===== src/rtl/multicycle_ctrl.sv =====
// Multicycle controller for a shared-datapath MIPS subset.
// It covers ADDU, SUBU, ORI, LW, SW, BEQ and JAL.
// The FSM decodes OP/funct once in DECODE. After that it drives the mux selects
// and write enables for each state.
// FETCH, MEMRD and MEMWR are held until mem_ready completes the memory handshake.
// Optional feature: define MCTRL_PERF_CNT_EN to add the cycle_cnt and instr_cnt
// performance counters and the CNT_W parameter.
module multicycle_ctrl #(
    parameter int STATE_W = 4
`ifdef MCTRL_PERF_CNT_EN
    ,
    parameter int CNT_W   = 32
`endif
) (
    input  logic               clk,
    input  logic               reset,
    input  logic [5:0]         OP,
    input  logic [5:0]         funct,
    input  logic               Zero,
    input  logic               mem_ready,
    output logic               PCWrite,
    output logic               PCWriteCond,
    output logic [1:0]         PCSrc,
    output logic               IorD,
    output logic               IRWrite,
    output logic               MemRead,
    output logic               MemWrite,
    output logic               RegWrite,
    output logic [1:0]         RegDst,
    output logic [1:0]         Mem2Reg,
    output logic               ALUSrcA,
    output logic [1:0]         ALUSrcB,
    output logic [1:0]         EXTOp,
    output logic [1:0]         ALUOp,
    output logic               illegal_op,
    output logic [STATE_W-1:0] state
`ifdef MCTRL_PERF_CNT_EN
    ,
    output logic [CNT_W-1:0]   cycle_cnt,
    output logic [CNT_W-1:0]   instr_cnt
`endif
);

    typedef enum logic [STATE_W-1:0] {
        S_FETCH  = STATE_W'(0),
        S_DECODE = STATE_W'(1),
        S_MEMADR = STATE_W'(2),
        S_MEMRD  = STATE_W'(3),
        S_MEMWB  = STATE_W'(4),
        S_MEMWR  = STATE_W'(5),
        S_REXEC  = STATE_W'(6),
        S_RWB    = STATE_W'(7),
        S_IEXEC  = STATE_W'(8),
        S_IWB    = STATE_W'(9),
        S_BRANCH = STATE_W'(10),
        S_JAL    = STATE_W'(11)
    } state_t;

    localparam logic [5:0] OP_RTYPE = 6'h00;
    localparam logic [5:0] OP_ORI   = 6'h0D;
    localparam logic [5:0] OP_LW    = 6'h23;
    localparam logic [5:0] OP_SW    = 6'h2B;
    localparam logic [5:0] OP_BEQ   = 6'h04;
    localparam logic [5:0] OP_JAL   = 6'h03;
    localparam logic [5:0] FN_ADDU  = 6'h21;
    localparam logic [5:0] FN_SUBU  = 6'h23;

    state_t cur_state;
    state_t next_state;

    // The decoded instruction class is captured in DECODE. Later states then do
    // not depend on OP/funct staying stable.
    logic dec_sw;
    logic dec_sub;

    // Branch resolution is done in the datapath: PCWriteCond is ANDed with Zero there.
    logic unused_zero;
    assign unused_zero = Zero;

    assign state = cur_state;

    // State register: reset aborts any instruction in flight immediately.
    always_ff @(posedge clk or posedge reset) begin
        if (reset) begin
            cur_state <= S_FETCH;
        end else begin
            cur_state <= next_state;
        end
    end

    // Capture the instruction class once, while the FSM is in DECODE.
    always_ff @(posedge clk or posedge reset) begin
        if (reset) begin
            dec_sw  <= 1'b0;
            dec_sub <= 1'b0;
        end else if (cur_state == S_DECODE) begin
            dec_sw  <= (OP == OP_SW);
            dec_sub <= (funct == FN_SUBU);
        end
    end

    // Next-state and Moore outputs. Every output is forced low while reset is high.
    always_comb begin
        next_state  = S_FETCH;
        PCWrite     = 1'b0;
        PCWriteCond = 1'b0;
        PCSrc       = 2'b00;
        IorD        = 1'b0;
        IRWrite     = 1'b0;
        MemRead     = 1'b0;
        MemWrite    = 1'b0;
        RegWrite    = 1'b0;
        RegDst      = 2'b00;
        Mem2Reg     = 2'b00;
        ALUSrcA     = 1'b0;
        ALUSrcB     = 2'b00;
        EXTOp       = 2'b00;
        ALUOp       = 2'b00;
        illegal_op  = 1'b0;
        if (!reset) begin
            case (cur_state)
                S_FETCH: begin
                    MemRead    = 1'b1;
                    ALUSrcB    = 2'b01;
                    IRWrite    = mem_ready;
                    PCWrite    = mem_ready;
                    next_state = mem_ready ? S_DECODE : S_FETCH;
                end
                S_DECODE: begin
                    ALUSrcB = 2'b11;
                    case (OP)
                        OP_RTYPE: begin
                            if (funct == FN_ADDU || funct == FN_SUBU) begin
                                next_state = S_REXEC;
                            end else begin
                                illegal_op = 1'b1;
                                next_state = S_FETCH;
                            end
                        end
                        OP_ORI:        next_state = S_IEXEC;
                        OP_LW, OP_SW:  next_state = S_MEMADR;
                        OP_BEQ:        next_state = S_BRANCH;
                        OP_JAL:        next_state = S_JAL;
                        default: begin
                            illegal_op = 1'b1;
                            next_state = S_FETCH;
                        end
                    endcase
                end
                S_MEMADR: begin
                    ALUSrcA    = 1'b1;
                    ALUSrcB    = 2'b10;
                    next_state = dec_sw ? S_MEMWR : S_MEMRD;
                end
                S_MEMRD: begin
                    MemRead    = 1'b1;
                    IorD       = 1'b1;
                    next_state = mem_ready ? S_MEMWB : S_MEMRD;
                end
                S_MEMWB: begin
                    RegWrite   = 1'b1;
                    Mem2Reg    = 2'b01;
                    next_state = S_FETCH;
                end
                S_MEMWR: begin
                    MemWrite   = 1'b1;
                    IorD       = 1'b1;
                    next_state = mem_ready ? S_FETCH : S_MEMWR;
                end
                S_REXEC: begin
                    ALUSrcA    = 1'b1;
                    ALUOp      = dec_sub ? 2'b01 : 2'b00;
                    next_state = S_RWB;
                end
                S_RWB: begin
                    RegWrite   = 1'b1;
                    RegDst     = 2'b01;
                    next_state = S_FETCH;
                end
                S_IEXEC: begin
                    ALUSrcA    = 1'b1;
                    ALUSrcB    = 2'b10;
                    EXTOp      = 2'b01;
                    ALUOp      = 2'b10;
                    next_state = S_IWB;
                end
                S_IWB: begin
                    RegWrite   = 1'b1;
                    next_state = S_FETCH;
                end
                S_BRANCH: begin
                    ALUSrcA     = 1'b1;
                    ALUOp       = 2'b01;
                    PCWriteCond = 1'b1;
                    PCSrc       = 2'b01;
                    next_state  = S_FETCH;
                end
                S_JAL: begin
                    PCWrite    = 1'b1;
                    PCSrc      = 2'b10;
                    RegWrite   = 1'b1;
                    RegDst     = 2'b10;
                    Mem2Reg    = 2'b10;
                    next_state = S_FETCH;
                end
                default: next_state = S_FETCH;
            endcase
        end
    end

`ifdef MCTRL_PERF_CNT_EN
    // Free-running cycle counter; wraps modulo 2^CNT_W.
    always_ff @(posedge clk or posedge reset) begin
        if (reset) begin
            cycle_cnt <= '0;
        end else begin
            cycle_cnt <= cycle_cnt + CNT_W'(1);
        end
    end

    // Retired-instruction counter: one count per return to FETCH, illegal ops included.
    always_ff @(posedge clk or posedge reset) begin
        if (reset) begin
            instr_cnt <= '0;
        end else if (cur_state != S_FETCH && next_state == S_FETCH) begin
            instr_cnt <= instr_cnt + CNT_W'(1);
        end
    end
`endif

endmodule


===== config.mk =====
export PLATFORM = sky130hd
export DESIGN_NAME = multicycle_ctrl
export DESIGN_NICKNAME = d
export VERILOG_FILES = /design/src/rtl/multicycle_ctrl.sv
export SDC_FILE = /design/constraint.sdc
export NUM_CORES = 1
export LEC_CHECK = 0
export ABC_AREA = 0
export CAP_MARGIN = 20
export CORE_MARGIN = 2
export CORE_UTILIZATION = 38
export DETAILED_ROUTE_END_ITERATION = 16
export GPL_TIMING_DRIVEN = 0
export PLACE_DENSITY = 0.79
export SYNTH_ARGS = -nofsm -noshare
export SYNTH_HDL_FRONTEND = slang
export SYNTH_SLANG_ARGS = --single-unit

===== constraint.sdc =====
create_clock -name clk -period 2.32 [get_ports clk]
set_input_delay 0.464 -clock clk [delete_from_list [all_inputs] [get_ports clk]]
set_output_delay 0.464 -clock clk [all_outputs]
set_load 0.05 [all_outputs]

==> impl_metrics.ini <==
[status]
status = finished, final reports clean

[finish]
fin_area_um2 = 1365
layout-drive-gt1-share_pct = 41.72
finalNetCount = 168
postLayoutCoreUtil_pct = 71.03
syn2layout_area_growth_pct = 80.03
n_antenna_cell = 0
filler_cell_count = 162

[synth]
synth-seq-area-share_pct = 19.80
yosysMostFrequentCell = nor3_1
yosys_warnings = 0
syn_inst = 110
synth_ff_type = dfrtp_1
synth_area_leaders = dfrtp_1 20%, nor3_1 11%, nand2b_1 5.0%
syn_avg_cell_area_um2 = 6.893
synthArstFlopShare_pct = 100.0
synth_edf_count = 0
netlist_top_cells_count = 17 x nor3_1, 9 x nand2_1, 8 x nor2_1, 7 x clkbuf_1, 7 x o21ai_0
synth_top_cell_area_share_pct = 19.80
synth_top_area_cell = dfrtp_1
mappedNetlistArea_um2 = 758.2
synth_cell_types = 40
yosys_register_bits = 6
synth_nets = 126

[critical_path]
r2r-start = state[1]$_DFF_PP0_
critPathKind = in2out
slowest_stage = clkdlybuf4s50_1
critPathBufInv = 2
critPathTopFamily = buffers and inverters
cp.required_ns = 1.86
crit_path_end_kind = output port
crit_fanout = 4
cp.arrival_ns = 1.83
max_stage_delay_ns = 0.51
r2r_setup_slack_ns = 0.46
crit_chain = clkdlybuf4s50_1 -> nor4bb_1 -> a31oi_1 -> nor3_2 -> nor4_4 -> buf_6
reg2reg_depth = 5
start_kind = input port
r2r_end = state[1]$_DFF_PP0_

[sta]
max_freq_mhz = 436.5
rsz0062_at_grt = true
holdWs_ns = 0.4942
post-route-min-period_ns = 2.291
skew_ns = 0.005087
finalSetupViolCount = 0
worst_pin_slew_ns = 0.4983
slew_headroom_pct = 66.68
drv_slew = 0
period_share_pct = 98.74
hold_viol = 0

[power_and_ir_drop]
pwr-share-comb_pct = 54.9
leakage_nw = 0.5418
switching_share_pct = 45.07
seqPwrFrac_pct = 23.6
power_density_nw_per_um2 = 378.9
p_sw_mw = 0.2331
power_mw = 0.5172
power_frac_clock_pct = 21.5
ir_drop_v = 0.0003523
p_int_mw = 0.2841

[min_path]
hp-class = in2async

[route]
viasPerCell = 5.511
wire_per_inst_um = 14.29
drtAntennaViolNets = 0
drt_iter0_drc = 25
drt_first_pass_iters = 4
route.detailed.drc = 0
vias = 981
wirelength_um = 2543

[clock_tree]
cts.htree.levels = 1
clockBufferDepth = 2
worst_skew_pair.late_latency_ns = 0.26
tritoncts = yes
cts.sinks = 6
ctsHoldBuffers = 0
cts-root-buf = clkbuf_4
cts_made_buffers = 3
clk_pin_slew_worst_paths_ns = 0.05

[floorplanning]
start_util_pct = 39.45
dieArea_um2 = 2369
die_w_um = 48.67
std_cell_rows = 16
core-area_um2 = 1922
ios = 41
dieHeight_um = 48.67

[global_routing]
antenna_found_initial = 0
grt_pass1_vias = 936
grt_usage_pct = 21.87
grt-ovfl-total = 0
grt_pass1_wl_um = 4064
grt_max_degree = 13

[placed_design]
hpwl_um = 1885
placed_area_um2 = 1291
io_buffers = 37
gp_congestion = 0.8551

[job]
cap_violations = 0
## registers in the layout, indices dropped and copies added (netlist names)
name     cells
dec_sw       1
dec_sub      1
state        4
## power groups by stage
stage / clock, mW / sequential (mW) / combinational [mW]
after floorplan: 0 / 0.134 / 0.173
after global placement: 0 / 0.119 / 0.268
after detailed placement: 0 / 0.119 / 0.272
after CTS: 0.112 / 0.122 / 0.276
after global routing: 0.112 / 0.124 / 0.301
final: 0.111 / 0.122 / 0.284
## cell families (layout without fill, tap and decap cells)
family          count (synthesis)  after routing  synth area share (%)
buf+inv                        16             57                 10.06
flops                           6              6                 19.80
other cells                     1              1                0.4946
simple gates                   58             58                 43.56
xor+xnor                        3              3                 3.466
compound gates                 26             26                 22.61
## worst max-delay path by stage
stage                                  start          to  slack (ns)  depth (start not counted)
after floorplan           state[3]$_DFF_PP0_    ALUOp[1]       -0.27                          3
after global placement                 OP[3]  illegal_op       -0.63                          6
after detailed placement  state[3]$_DFF_PP0_     ALUSrcA       -0.70                          5
after CTS                 state[0]$_DFF_PP0_  illegal_op      0.0007                          6
after global routing                   OP[1]  illegal_op       -0.05                          6
final                                  OP[1]  illegal_op        0.03                          6
## layout make-up
type,instances,area (µm²),share of cell area (%)
inverters,4,15.01,1.100
well taps,27,33.78,2.475
clock buffers,4,26.28,1.925
multi-input cells,88,699.4,51.24
flip-flops and latches,6,155.1,11.37
repair buffers,40,361.6,26.49
plain buffers,9,73.82,5.408
## metrics by stage
| step | setup TNS (ns) | cells | worst slack [ns] |
|---|---|---|---|
| 2_1_floorplan | -1.574 | 110 | -0.2743 |
| 3_3_place_gp | -7.758 | 174 | -0.6283 |
| 3_5_place_dp | -8.320 | 174 | -0.6951 |
| 4_1_cts | 0 | 177 | 0.0007150 |
| 5_1_grt | -0.05821 | 178 | -0.04981 |
| 6_report | 0 | 178 | 0.02927 |
## worst reg2reg max path, stage by stage (launching register included)
cell and delay (ns):
dfrtp_2 0.40, buf_6 0.14, nand2b_4 0.17, or3_4 0.36, or4b_4 0.52, a31oi_2 0.18
## what timing repair did
| item | in CTS | in global routing |
|---|---|---|
| pin swaps | 0 | 1 |
| setup endpoints to repair | 20 | 15 |
| hold endpoints to repair | 0 | 0 |
| gates resized for setup | 84 | 26 |
| buffers inserted | 1 | 2 |
## cell usage in the layout (no fill, tap or decap), drive strengths merged, types with 4 or more instances in the layout
cell type,count
nor2,8
inv,4
clkbuf,10
a21oi,6
o21ai,8
clkdlybuf4s15,7
nand2b,7
nand2,9
dfrtp,6
clkdlybuf4s50,14
nor3,17
buf,17
## metal layers
metal | global-route usage, % | part of all wire (%) | vias to the layer above
met5 | 0 | 0 | -
met4 | 11.90 | 3.7 | 0
met3 | 1.543 | 5.5 | 12
met2 | 41.32 | 53 | 55
met1 | 23.94 | 38 | 435
li1 | - | - | 479
(Power assumes the default switching activity.)
==> patch 1 (config.mk and constraints unchanged) <==
Add a define of `MCTRL_PERF_CNT_EN`.
--- a/src/rtl/multicycle_ctrl.sv
+++ b/src/rtl/multicycle_ctrl.sv
@@ -7,2 +7,4 @@
 // performance counters and the CNT_W parameter.
+`define MCTRL_PERF_CNT_EN
+
 module multicycle_ctrl #(
Check against the original RTL (old outputs only; new: cycle_cnt and instr_cnt): equivalent (Yosys induction, for registers that start in step).
==> patch 1 against the original RTL <==
  * The flow now finishes with violations (setup timing)
  * Sequential cell count rose by 64
  * Worst setup slack got worse by 64 ps
  * Sequential share of layout area rose by 19 points
  * Final area rose to 4.2 times the old value
  * Synthesized area rose to 4.7 times the old value
  * Global-route usage fell by 2.6 points
  * Power rose to 5.8 times the old value
  * Maximum frequency fell by 2.7%
  * Wire length rose to 3.8 times the old value
==> patch 1: results (changes against the original RTL) <==
[metrics] leading cell types by count after synthesis: sky130_fd_sc_hd__dfrtp_1, sky130_fd_sc_hd__xnor2_1, sky130_fd_sc_hd__nand2_1 (was sky130_fd_sc_hd__nor3_1, sky130_fd_sc_hd__nand2_1, sky130_fd_sc_hd__nor2_1)
[metrics] Post-Place Cells: 569 (was 174)
[metrics] WL/cell: 15.7 microns (was 14.3 microns)
[metrics] endpoint of the worst-slack reg-to-reg timing path: instr_cnt[26] (was state[1])
[metrics] number of library cell types mapped by synthesis: 49 (was 40)
[metrics] layout cells sized above 1: 30.1% (was 41.7%)
[metrics] switching share of total power: 29.5% (was 45.1%)
[metrics] number of cells in the finished layout apart from fillers: 609 (was 178)
[metrics] insertion delay of the later-clocked pin in the worst-skew pair: 330 ps (was 260 ps)
[metrics] final worst clock skew: 4.69 ps (was 5.09 ps)
[metrics] port bufs: 101 (was 37)
[metrics] Final setup violation count: 3 (was 0)
[metrics] routability cong.: 0.898 (was 0.855)
[metrics] detailed placer's ending HPWL: 6570 microns (was 1880 microns)
[metrics] maximum number of pins on one net before global-route repair: 32 (was 13)
[metrics] worst-case headroom to the max-slew limit: 57.9% (was 66.7%)
[metrics] status: finished, violations left (was complete, no violations)
[metrics] CTS Buf Count: 9 (was 3)
[metrics] number of filler cells placed in the layout: 729 (was 162)
[metrics] dpl ws: -973 ps (was -695 ps)
[metrics] static leakage: 2.48 nW (was 0.542 nW)
[metrics] final net count: 512 (was 168)
[metrics] post-route setup slack: -34.7 ps (was 29.3 ps)
[metrics] worst voltage drop across the vdd grid: 0.341 mV (was 0.352 mV)
[metrics] CTS HTree Levels: 3 (was 1)
[metrics] post-synth net total: 373 (was 126)
[metrics] Synth Area per Inst: 10.0 sq um (was 6.89 sq um)
[metrics] instance area after placement: 5080 sq um (was 1290 sq um)
[metrics] violations in the final reports: setup timing
[metrics] data arrival time of the worst path: 1890 ps (was 1830 ps)
[metrics] vias in the first global route: 3,165 (was 936)
[metrics] cell types with the largest area share after synthesis: sky130_fd_sc_hd__dfrtp_1, sky130_fd_sc_hd__xnor2_1, sky130_fd_sc_hd__xor2_1 (was sky130_fd_sc_hd__dfrtp_1, sky130_fd_sc_hd__nor3_1, sky130_fd_sc_hd__nand2b_1)
[metrics] clock tree root buffer cell: sky130_fd_sc_hd__clkbuf_8 (was sky130_fd_sc_hd__clkbuf_4)
[metrics] global-route wire length before repair: 15,600 microns (was 4060 microns)
[metrics] vias per cell: 5.26 (was 5.51)
[metrics] worst setup slack for register-to-register paths: -10 ps (was 460 ps)
[metrics] First DRT Iteration DRCs: 152 (was 25)
[metrics] Clk pin slew, worst setup/hold paths: 70 ps (was 50 ps)
-- patch 1: cell types whose count changed in the layout (fill, tap and decap cells not counted), moves of 17 or more --
cell,unedited run,this run
sky130_fd_sc_hd__xnor2_1,3,44
sky130_fd_sc_hd__buf_4,6,25
sky130_fd_sc_hd__dfrtp_1,2,66
sky130_fd_sc_hd__nand2_1,8,31
sky130_fd_sc_hd__clkdlybuf4s50_1,14,74
sky130_fd_sc_hd__xor2_1,0,17
sky130_fd_sc_hd__nand4_1,0,21
-- patch 1: timing repair --
action | 4_1_cts | 5_1_grt
endpoints found under the setup margin | 52 | 51
gates cloned | 0 | 2
setup buffers | 20 | 5
hold endpoints to repair | 0 | 0
gates resized for setup | 144 | 44
pin swaps | 14 | 14
-- patch 1: worst max-delay path, stage by stage (launching register included) --
cell	delay [ps]
sky130_fd_sc_hd__dfrtp_2	450
sky130_fd_sc_hd__or4_4	590
sky130_fd_sc_hd__nor3b_4	230
sky130_fd_sc_hd__or2_4	160
sky130_fd_sc_hd__buf_8	130
-- patch 1: cells by family (layout without fill, tap and decap cells) --
group	count (synthesis)	after routing	synth area share (%)
buf+inv	26	169	3.80
other cells	1	1	0.105
simple gates	165	165	24.8
fa+ha+maj	2	2	0.703
flops	70	70	49.2
compound gates	26	26	5.24
xor+xnor	64	64	15.8
mux	1	1	0.317
-- patch 1: per-layer routing --
| metal | track usage [%] | vias to the layer above | wire length (microns) |
|---|---|---|---|
| met3 | 4.79 | 16 | 710 |
| met5 | 0 | - | 0 |
| met2 | 31.9 | 104 | 4690 |
| met1 | 24.8 | 1563 | 4030 |
| li1 | - | 1522 | - |
| met4 | 6.01 | 0 | 142 |
-- patch 1: worst max path at each step --
stage	endpoint	slack, ps	cells past startpoint	startpoint
after detailed placement	illegal_op	-970	6	OP[3]
after global routing	PCWrite	-100	4	state[3]
after CTS	instr_cnt[1]	-100	8	state[1]
after global placement	ALUSrcB[1]	-1410	4	reset
final	PCWrite	-30	4	state[3]
after floorplan	ALUSrcB[1]	-360	3	reset
-- patch 1: power by group through the flow --
stage	Clock, mW	Sequential (mW)	Combinational, mW
floorplan	0	1.51	0.215
global placement	0	1.35	0.551
global route	1.11	1.34	0.681
detailed placement	0	1.35	0.576
CTS	1.06	1.33	0.625
finish	1.04	1.33	0.646
-- patch 1: cell type report --
type | instances | share of cell area (%)
buffer | 14 | 2.98
clock buffer | 10 | 2.22
clock inverter | 5 | 1.31
inverter | 10 | 0.718
multi-input combinational | 259 | 37.5
sequential | 70 | 30.5
tap | 111 | 2.41
timing repair buffer | 130 | 22.3
==> patch 2 (same flow settings) <==
Without the edit above. Change the parameter `STATE_W` from 4 to 6.
--- a/src/rtl/multicycle_ctrl.sv
+++ b/src/rtl/multicycle_ctrl.sv
@@ -8,3 +8,3 @@
 module multicycle_ctrl #(
-    parameter int STATE_W = 4
+    parameter int STATE_W = 6
 `ifdef MCTRL_PERF_CNT_EN
Interface: changed (resized state); port bits go from 41 to 43. The function was not compared with the original's and may differ.
==> patch 2 against the original RTL <==
  * First-iteration DRC count is 36% lower
  * Non-clock buffer count stayed put
  * Power is 1.4% lower
  * Critical path type is now reg2out
  * Die area is 1.8% higher
  * Worst setup slack worse by 49 ps
  * Sequential cell count stayed put
  * Wire length is 1.0% higher
  * Clock skew is 4.2 ps lower
  * Synthesized area is 2.0% higher
  * Count of clock-buffer cells in the layout is 1 lower
  * Final area is 1.9% higher
  * Cell count is 0.56% higher
  * The flow now finishes with violations (setup timing)
==> patch 2: results (changes against the original RTL) <==
[metrics] layout cells sized above 1: 40.8% (was 41.7%)
[metrics] routed wl met3: 132 microns (was 139 microns)
[metrics] final net count: 170 (was 168)
[metrics] Post-Place Cells: 178 (was 174)
[metrics] post-route setup slack: -20.0 ps (was 29.3 ps)
[metrics] WL/cell: 14.4 microns (was 14.3 microns)
[metrics] Min Hold Slack: 518 ps (was 494 ps)
[metrics] Comb group: 296 uW (was 284 uW)
[metrics] compound-cell area share of the yosys netlist: 22.2% (was 22.6%)
[metrics] cell types with the largest area share after synthesis: sky130_fd_sc_hd__dfrtp_1, sky130_fd_sc_hd__nor3_1, sky130_fd_sc_hd__nand2b_1 (unchanged)
[metrics] Least-Margin Pin Slew: 502 ps (was 498 ps)
[metrics] violations in the final reports: setup timing
[metrics] First DRT Iteration DRCs: 16 (was 25)
[metrics] Final setup violation count: 1 (was 0)
[metrics] path category of the worst min-delay check: reg2reg (was in2async)
[metrics] detailed placer's ending HPWL: 1880 microns (about the same)
[metrics] count of vias placed by the detailed router: 982 (was 981)
[metrics] number of filler cells placed in the layout: 167 (was 162)
[metrics] all-layer global routing usage: 21.6% (was 21.9%)
[metrics] Crit Path Max Fanout: 10 (was 4)
[metrics] wire length on met2: 1400 microns (was 1350 microns)
[metrics] vias in the first global route: 1,010 (was 936)
[metrics] status: finished, violations left (was complete, no violations)
[metrics] post-route setup TNS: -20.0 ps (was 0 ps)
[metrics] switching share of total power: 45.1% (about the same)
[metrics] xor and xnor fraction of the mapped netlist area: 3.40% (was 3.47%)
-- patch 2: changes by cell type in the layout (fill, tap and decap cells not counted), moves of 2 or more --
| cell | delta |
|---|---|
| sky130_fd_sc_hd__buf_2 | -3 |
| sky130_fd_sc_hd__clkbuf_4 | -2 |
| sky130_fd_sc_hd__conb_1 | +2 |
| sky130_fd_sc_hd__dlygate4sd2_1 | +2 |
| sky130_fd_sc_hd__clkdlybuf4s15_2 | +2 |
| sky130_fd_sc_hd__clkdlybuf4s15_1 | -2 |
-- patch 2: final cells by class --
type                       count  area (sq um)  area share (%)
tap                           27          33.8            2.43
multi-input combinational     90           716            51.4
clock buffer                   3          22.5            1.62
inverter                       4          15.0            1.08
buffer                        11          87.6            6.29
sequential                     6           155            11.2
timing repair buffer          38           362            26.0
-- patch 2: kinds of logic after synthesis --
| group | count (synthesis) |
|---|---|
| AO/OA/AOI/OAI | 26 |
| XOR/XNOR | 3 |
| buffers and inverters | 18 |
| flip-flops | 6 |
| other | 1 |
| AND/OR/NAND/NOR | 58 |
-- patch 2: critical path, cell delays in order, from the launching register on --
cell and delay [ps]:
sky130_fd_sc_hd__dfrtp_2 420, sky130_fd_sc_hd__buf_6 160, sky130_fd_sc_hd__nor2_1 90, sky130_fd_sc_hd__a221oi_2 320, sky130_fd_sc_hd__o21ai_2 150, sky130_fd_sc_hd__nor4_4 310
sky130_fd_sc_hd__buf_6 190
-- patch 2: metal layers --
metal  global-route usage (%)  up-vias
met3                     2.45        4
met2                     41.7       41
met5                        0        -
met1                     24.3      458
met4                     6.19        0
li1                         -      479
-- patch 2: repair_timing --
| action | CTS | global route |
|---|---|---|
| buffers inserted | 1 | 0 |
| pin swaps | 0 | 0 |
| endpoints found under the setup margin | 20 | 13 |
| gates resized for setup | 81 | 12 |
